===== src/rtl/dds_rom_addr_gen.sv =====
// NCO wrapper around a registered quarter-wave sine ROM: phase accumulator,
// quarter-wave address folding, and quadrant sign restoration of the ROM output.
module dds_rom_addr_gen #(
    parameter int PHASE_WIDTH = 32,
    parameter int ADDR_WIDTH  = 8,
    parameter int DATA_WIDTH  = 8
) (
    input  logic                   clk,
    input  logic                   rst_n,
    input  logic                   en,
    input  logic                   sync_clr,
    input  logic                   fcw_load,
    input  logic [PHASE_WIDTH-1:0] fcw_in,
    input  logic [PHASE_WIDTH-1:0] phase_ofs,
    output logic [ADDR_WIDTH-1:0]  rom_addr,
    input  logic [DATA_WIDTH-1:0]  rom_q,
    output logic [DATA_WIDTH:0]    sample_out,
    output logic                   sample_valid
);

    localparam int LSB = PHASE_WIDTH - 2 - ADDR_WIDTH;

    logic [PHASE_WIDTH-1:0] acc;
    logic [PHASE_WIDTH-1:0] fcw;
    logic [1:0]             quad;
    logic [ADDR_WIDTH-1:0]  idx;
    logic [LSB-1:0]         p_unused;
    logic                   v1, s1, v2, s2;

    // Truncated fractional phase bits are intentionally dropped.
    assign {quad, idx, p_unused} = acc + phase_ofs;

    always_ff @(posedge clk or negedge rst_n) begin
        if (!rst_n) begin
            acc      <= '0;
            rom_addr <= '0;
            v1       <= 1'b0;
            s1       <= 1'b0;
        end else if (sync_clr) begin
            acc <= '0;
            v1  <= 1'b0;
        end else if (en) begin
            rom_addr <= quad[0] ? ~idx : idx;
            v1       <= 1'b1;
            s1       <= quad[1];
            acc      <= acc + fcw;
        end else begin
            v1 <= 1'b0;
        end
    end

    always_ff @(posedge clk or negedge rst_n) begin
        if (!rst_n) begin
            fcw <= '0;
        end else if (fcw_load) begin
            fcw <= fcw_in;
        end
    end

    // The ROM reads every cycle, so the valid/sign pipe shifts regardless of en.
    always_ff @(posedge clk or negedge rst_n) begin
        if (!rst_n) begin
            v2           <= 1'b0;
            s2           <= 1'b0;
            sample_valid <= 1'b0;
            sample_out   <= '0;
        end else begin
            v2           <= v1;
            s2           <= s1;
            sample_valid <= v2;
            if (v2) begin
                sample_out <= s2 ? -{1'b0, rom_q} : {1'b0, rom_q};
            end
        end
    end

endmodule


===== config.mk =====
export PLATFORM = sky130hd
export DESIGN_NAME = dds_rom_addr_gen
export DESIGN_NICKNAME = d
export VERILOG_FILES = /design/src/rtl/dds_rom_addr_gen.sv
export SDC_FILE = /design/constraint.sdc
export NUM_CORES = 1
export LEC_CHECK = 0
export CAP_MARGIN = 5
export CORE_ASPECT_RATIO = 1.75
export CORE_MARGIN = 10
export CORE_UTILIZATION = 45
export DETAILED_ROUTE_END_ITERATION = 8
export DONT_BUFFER_PORTS = 1
export MAX_ROUTING_LAYER = met4
export PLACE_DENSITY_LB_ADDON = 0.05
export RECOVER_POWER = 100
export SYNTH_ARGS = -nofsm -noshare
export SYNTH_HDL_FRONTEND = slang
export SYNTH_SLANG_ARGS = --single-unit

===== constraint.sdc =====
create_clock -name clk -period 3.9 [get_ports clk]
set_clock_uncertainty 0.05 [all_clocks]
set_input_delay 0.975 -clock clk [delete_from_list [all_inputs] [get_ports clk]]
set_output_delay 0.975 -clock clk [all_outputs]
set_load 0.05 [all_outputs]

Word-level counts from Yosys, hierarchy flattened
Index checks and enable logic that the tools add are counted.

Register bits after elaboration: 86. Bits in latches: 0. Bits in writable memories: 0. Bits in read-only memories: 0. Bits of input ports: 77. Output and inout bits: 18. Memories kept: 0.

Add/subtract/negate cells: 3. Multipliers: 0. Divide/modulo/power cells: 0. Magnitude comparators: 0. Eq/ne operators: 0. Shift operators: 0. Multiplexer cells: 6. Bitwise operators: 2. Reduce and logical (&&, ||, !) cells: 2.

Operators with widths (number): $add A32 B32 Y32 (2); $mux W32 (2); $mux W9 (1); $neg A8 Y9 (1); $mux W8 (1); $not A8 Y8 (1); $mux W1 (2); $reduce_and A2 Y1 (1); $reduce_bool A2 Y1 (1); $not A1 Y1 (1).

Logic depth before layout (Yosys ltp)
Word-level depth: 3. Gate-level depth with buffers: 12. Mapped depth without buffers: 12.

Worst setup path after synthesis
No wires, ideal clock.

Kind: input to register. From: input port phase_ofs[20]. To: register rom_addr[5]. Arrival: 2.888 ns. Data required time: 3.767 ns. Slack: 0.879 ns. Cell stages on the path: 10. Buffers on the path: 0. Path through: ha_1 -> nand3_1 -> nor2_1 -> and4_1 -> a21boi_2 -> o21ai_1 -> a31oi_2 -> xor2_4 -> xor3_1 -> o21ai_0.

Longest elaborated chain between the ends: 3.

RTL lines: start: declaration (line 14) `input logic [PHASE_WIDTH-1:0] phase_ofs,`; $add A32 B32 Y32 * (line 31) `assign {quad, idx, p_unused} = acc + phase_ofs;`; $not A8 Y8 (line 43) `rom_addr <= quad[0] ? ~idx : idx;`; $mux W8 * (line 43); end signal: assignment (line 43); end: declaration (line 15) `output logic [ADDR_WIDTH-1:0] rom_addr,`.

Mark *: on every way between the ends. The rest lies on a longest branch, timed or not. A chain may end at the register's enable or synchronous reset.

Worst setup path in the final report
From: register acc[1]. To: register acc[31].

Longest elaborated chain between the ends: 3.

RTL lines: start: declaration (line 23) `logic [PHASE_WIDTH-1:0] acc;`; start signal: assignment (line 46) `acc <= acc + fcw;`; $add A32 B32 Y32 (line 46); $mux W32 (line 42) `end else if (en) begin`; $mux W32 (line 39) `end else if (sync_clr) begin`.

Every way passes these cells. The select of a mux whose other input is x is not followed.

==> flow_metrics.env <==
export IMPL_status="complete, no violations"
export IMPL_cellLeakagePower_nw=3.06
export IMPL_crit_path_end_kind="flop"
export IMPL_core_area_mm2=0.0135
export IMPL_fin_cells=817
export IMPL_die_w_um=109
export IMPL_min_period_over_period_pct=87.8
export IMPL_syn_instance_count=653
export IMPL_cts_hold_buf=0
export IMPL_clock_sinks=86
export IMPL_synth_top_area_cell="dfrtp_1"
export IMPL_post_dp_cell_area_mm2=0.00630
export IMPL_cts_resized=0
export IMPL_final_common_cell="dfrtp_1"
export IMPL_cap_violations=0
export IMPL_cts_tree="built"
export IMPL_avgViaCountPerCell=5.86
export IMPL_grt_pass1_vias=4986
export IMPL_irDropWorstVdd_uv=276
export IMPL_finalCriticalPeriod_ps=3420
export IMPL_drive_gt1_share_pct=8.86
export IMPL_cp_max_fo=6
export IMPL_hold_class="in -> async"
export IMPL_synth_nets=793
export IMPL_avgSynthCellArea_um2=9.47
export IMPL_combPwrFrac_pct=37.1
export IMPL_ys_warnings_count=0
export IMPL_maxSlewHeadroom_pct=33.0
export IMPL_wirelength_mm=15.8
export IMPL_overflow=0
export IMPL_p_int_mw=2.20
export IMPL_worstPathRequired_ps=4080
export IMPL_ys_seq_area_share_pct=34.8
export IMPL_post_place_cells=801
export IMPL_r2r_cells=9
export IMPL_wire_per_inst_um=19.3
export IMPL_ys_ff_latch=86
export IMPL_ys_flop_type="dfrtp_1"
export IMPL_num_rows=56
export IMPL_areaGrowthSynthToFinish_pct=5.61
export IMPL_r2r_start="acc[1]$_DFFE_PN0P_"
export IMPL_cts_setup_buffers=0
export IMPL_p_switching_mw=1.54
export IMPL_hold_viol_final=0
export IMPL_yosysTopAreaCellShare_pct=34.8
export IMPL_synth_edf_count=0
export IMPL_rrSetupSlack_ps=480
export IMPL_synth_area_leaders="dfrtp_1 (35%), ha_1 (13%), mux2_2 (6.2%)"
export IMPL_clk_pin_slew_worst_paths_ps=70
export IMPL_cts_htree_levels=3
export IMPL_p_seq_share_pct=38.8
export IMPL_grt_start_max_net_pins=87
export IMPL_switching_share_pct=41.1
export IMPL_final_area_mm2=0.00653
export IMPL_ios=95
export IMPL_max_freq_mhz=292
export IMPL_insertedDiodeCount=0
export IMPL_nets=778
export IMPL_power_density_mw_per_mm2=572
export IMPL_clockBufferDepth=2
export IMPL_worstSkewPairLatency_ps=350
export IMPL_setup_viol=0
export IMPL_timing_setup_tns_ps=0
export IMPL_die_y_um=175
export IMPL_final_cell_mix="dfrtp_1 (86), ha_1 (62), nor2_1 (54)"
export IMPL_worstPathArrival_ps=3600
export IMPL_cp_start_kind="flop"
export IMPL_cts_buffers=9
export IMPL_async_reset_ff_share_pct=100
export IMPL_fillers=1305
export IMPL_syn_area_mm2=0.00618
export IMPL_clock_power_share_pct=24.1
export IMPL_drt_iter0_markers=109
export IMPL_synth_cell_types=69
export IMPL_cts_root_buf="clkbuf_16"
export IMPL_grt_use_total_pct=17.0
export IMPL_vias=4786
export IMPL_drc=0
export IMPL_antenna_found_initial=0
export IMPL_reg2reg_to="acc[31]$_DFFE_PN0P_"
export IMPL_place_gp_congestion=0.870
export IMPL_antenna_left=0
export IMPL_start_util_pct=46.0
export IMPL_path_class="reg -> reg"
export IMPL_grt_setup_unrepaired="false"
export IMPL_drv_slew=0
export IMPL_final_core_util_pct=48.5
export IMPL_hpwlAfterDp_mm=12.2
export IMPL_grt_first_pass_wirelength_mm=24.8
export IMPL_drtPass1Iterations=6
export IMPL_port_buffers=0
export IMPL_worstMarginPinSlew_ps=1000
export IMPL_die_area_mm2=0.0190
## registers in the layout, summed over array words and instances (netlist names), 8 cells and up
signal      count
acc            32
fcw            32
rom_addr        8
sample_out      9
## Yosys cell counts (8+ instances only)
master	number
nand2_1	53
o211ai_1	8
mux2i_1	15
a21o_1	25
inv_1	17
a211oi_1	9
mux2_2	34
nand3_1	18
nor2_1	54
nor2b_1	8
a21oi_1	52
xor2_1	14
xnor2_1	26
dfrtp_1	86
o21ai_0	40
ha_1	62
clkbuf_1	21
## kinds of logic (layout without fill, tap and decap cells)
kind of cell	count (synthesis)	after routing	share of synthesized area, %
compound gates	192	192	20.8
xor+xnor	42	42	6.50
fa+ha+maj	63	63	12.9
buf+inv	46	36	3.02
flops	86	86	34.8
mux	50	50	8.86
simple gates	174	174	13.2
## power groups by stage
stage,clock network [mW],logic [mW],registers [mW]
final,0.900,1.39,1.45
after global routing,0.954,1.56,1.48
after CTS,0.924,1.43,1.46
after detailed placement,0,1.42,1.48
after global placement,0,1.39,1.47
after floorplan,0,1.20,1.41
## through the flow
step	total power, mW	worst slack [ps]	hold WS [ps]
final	3.73	478	265
after global routing	4.00	311	254
after CTS	3.81	743	259
after detailed placement	2.89	399	286
after global placement	2.86	477	288
after floorplan	2.61	879	281
## worst max path at each step
stage	start	to	slack, ps	cells after the start
final	acc[1]$_DFFE_PN0P_	acc[31]$_DFFE_PN0P_	480	9
after global routing	acc[1]$_DFFE_PN0P_	acc[31]$_DFFE_PN0P_	310	9
after CTS	acc[0]$_DFFE_PN0P_	acc[26]$_DFFE_PN0P_	740	12
after detailed placement	phase_ofs[4]	rom_addr[5]$_DFFE_PN0P_	400	11
after global placement	phase_ofs[4]	rom_addr[5]$_DFFE_PN0P_	480	11
after floorplan	phase_ofs[20]	rom_addr[5]$_DFFE_PN0P_	880	10
## per-layer routing
layer / vias to the layer above / wire length [um] / global-route usage (%)
met5: - / 0 / -
met4: 0 / 316 / 6.29
met3: 22 / 664 / 3.17
met2: 106 / 8830 / 31.6
met1: 2302 / 6000 / 16.7
li1: 2356 / - / -
## layout make-up
cell class | count | area (um2) | area share, %
Clock inverter | 7 | 80.1 | 1.23
Inverter | 18 | 67.6 | 1.03
Timing Repair Buffer | 2 | 11.3 | 0.172
Multi-Input combinational cell | 521 | 3770 | 57.8
Clock buffer | 9 | 225 | 3.45
Sequential cell | 86 | 2150 | 33.0
Tap cell | 174 | 218 | 3.33
## critical path: stages, from the launching register on
cell,delay [ps]
dfrtp_1,430
ha_1,310
a21o_1,110
a21oi_1,110
o21ai_0,370
a41oi_1,370
a2111oi_1,750
o31ai_1,170
o31a_1,340
mux2_4,290
No activity file was read; power rests on OpenSTA's default activity.
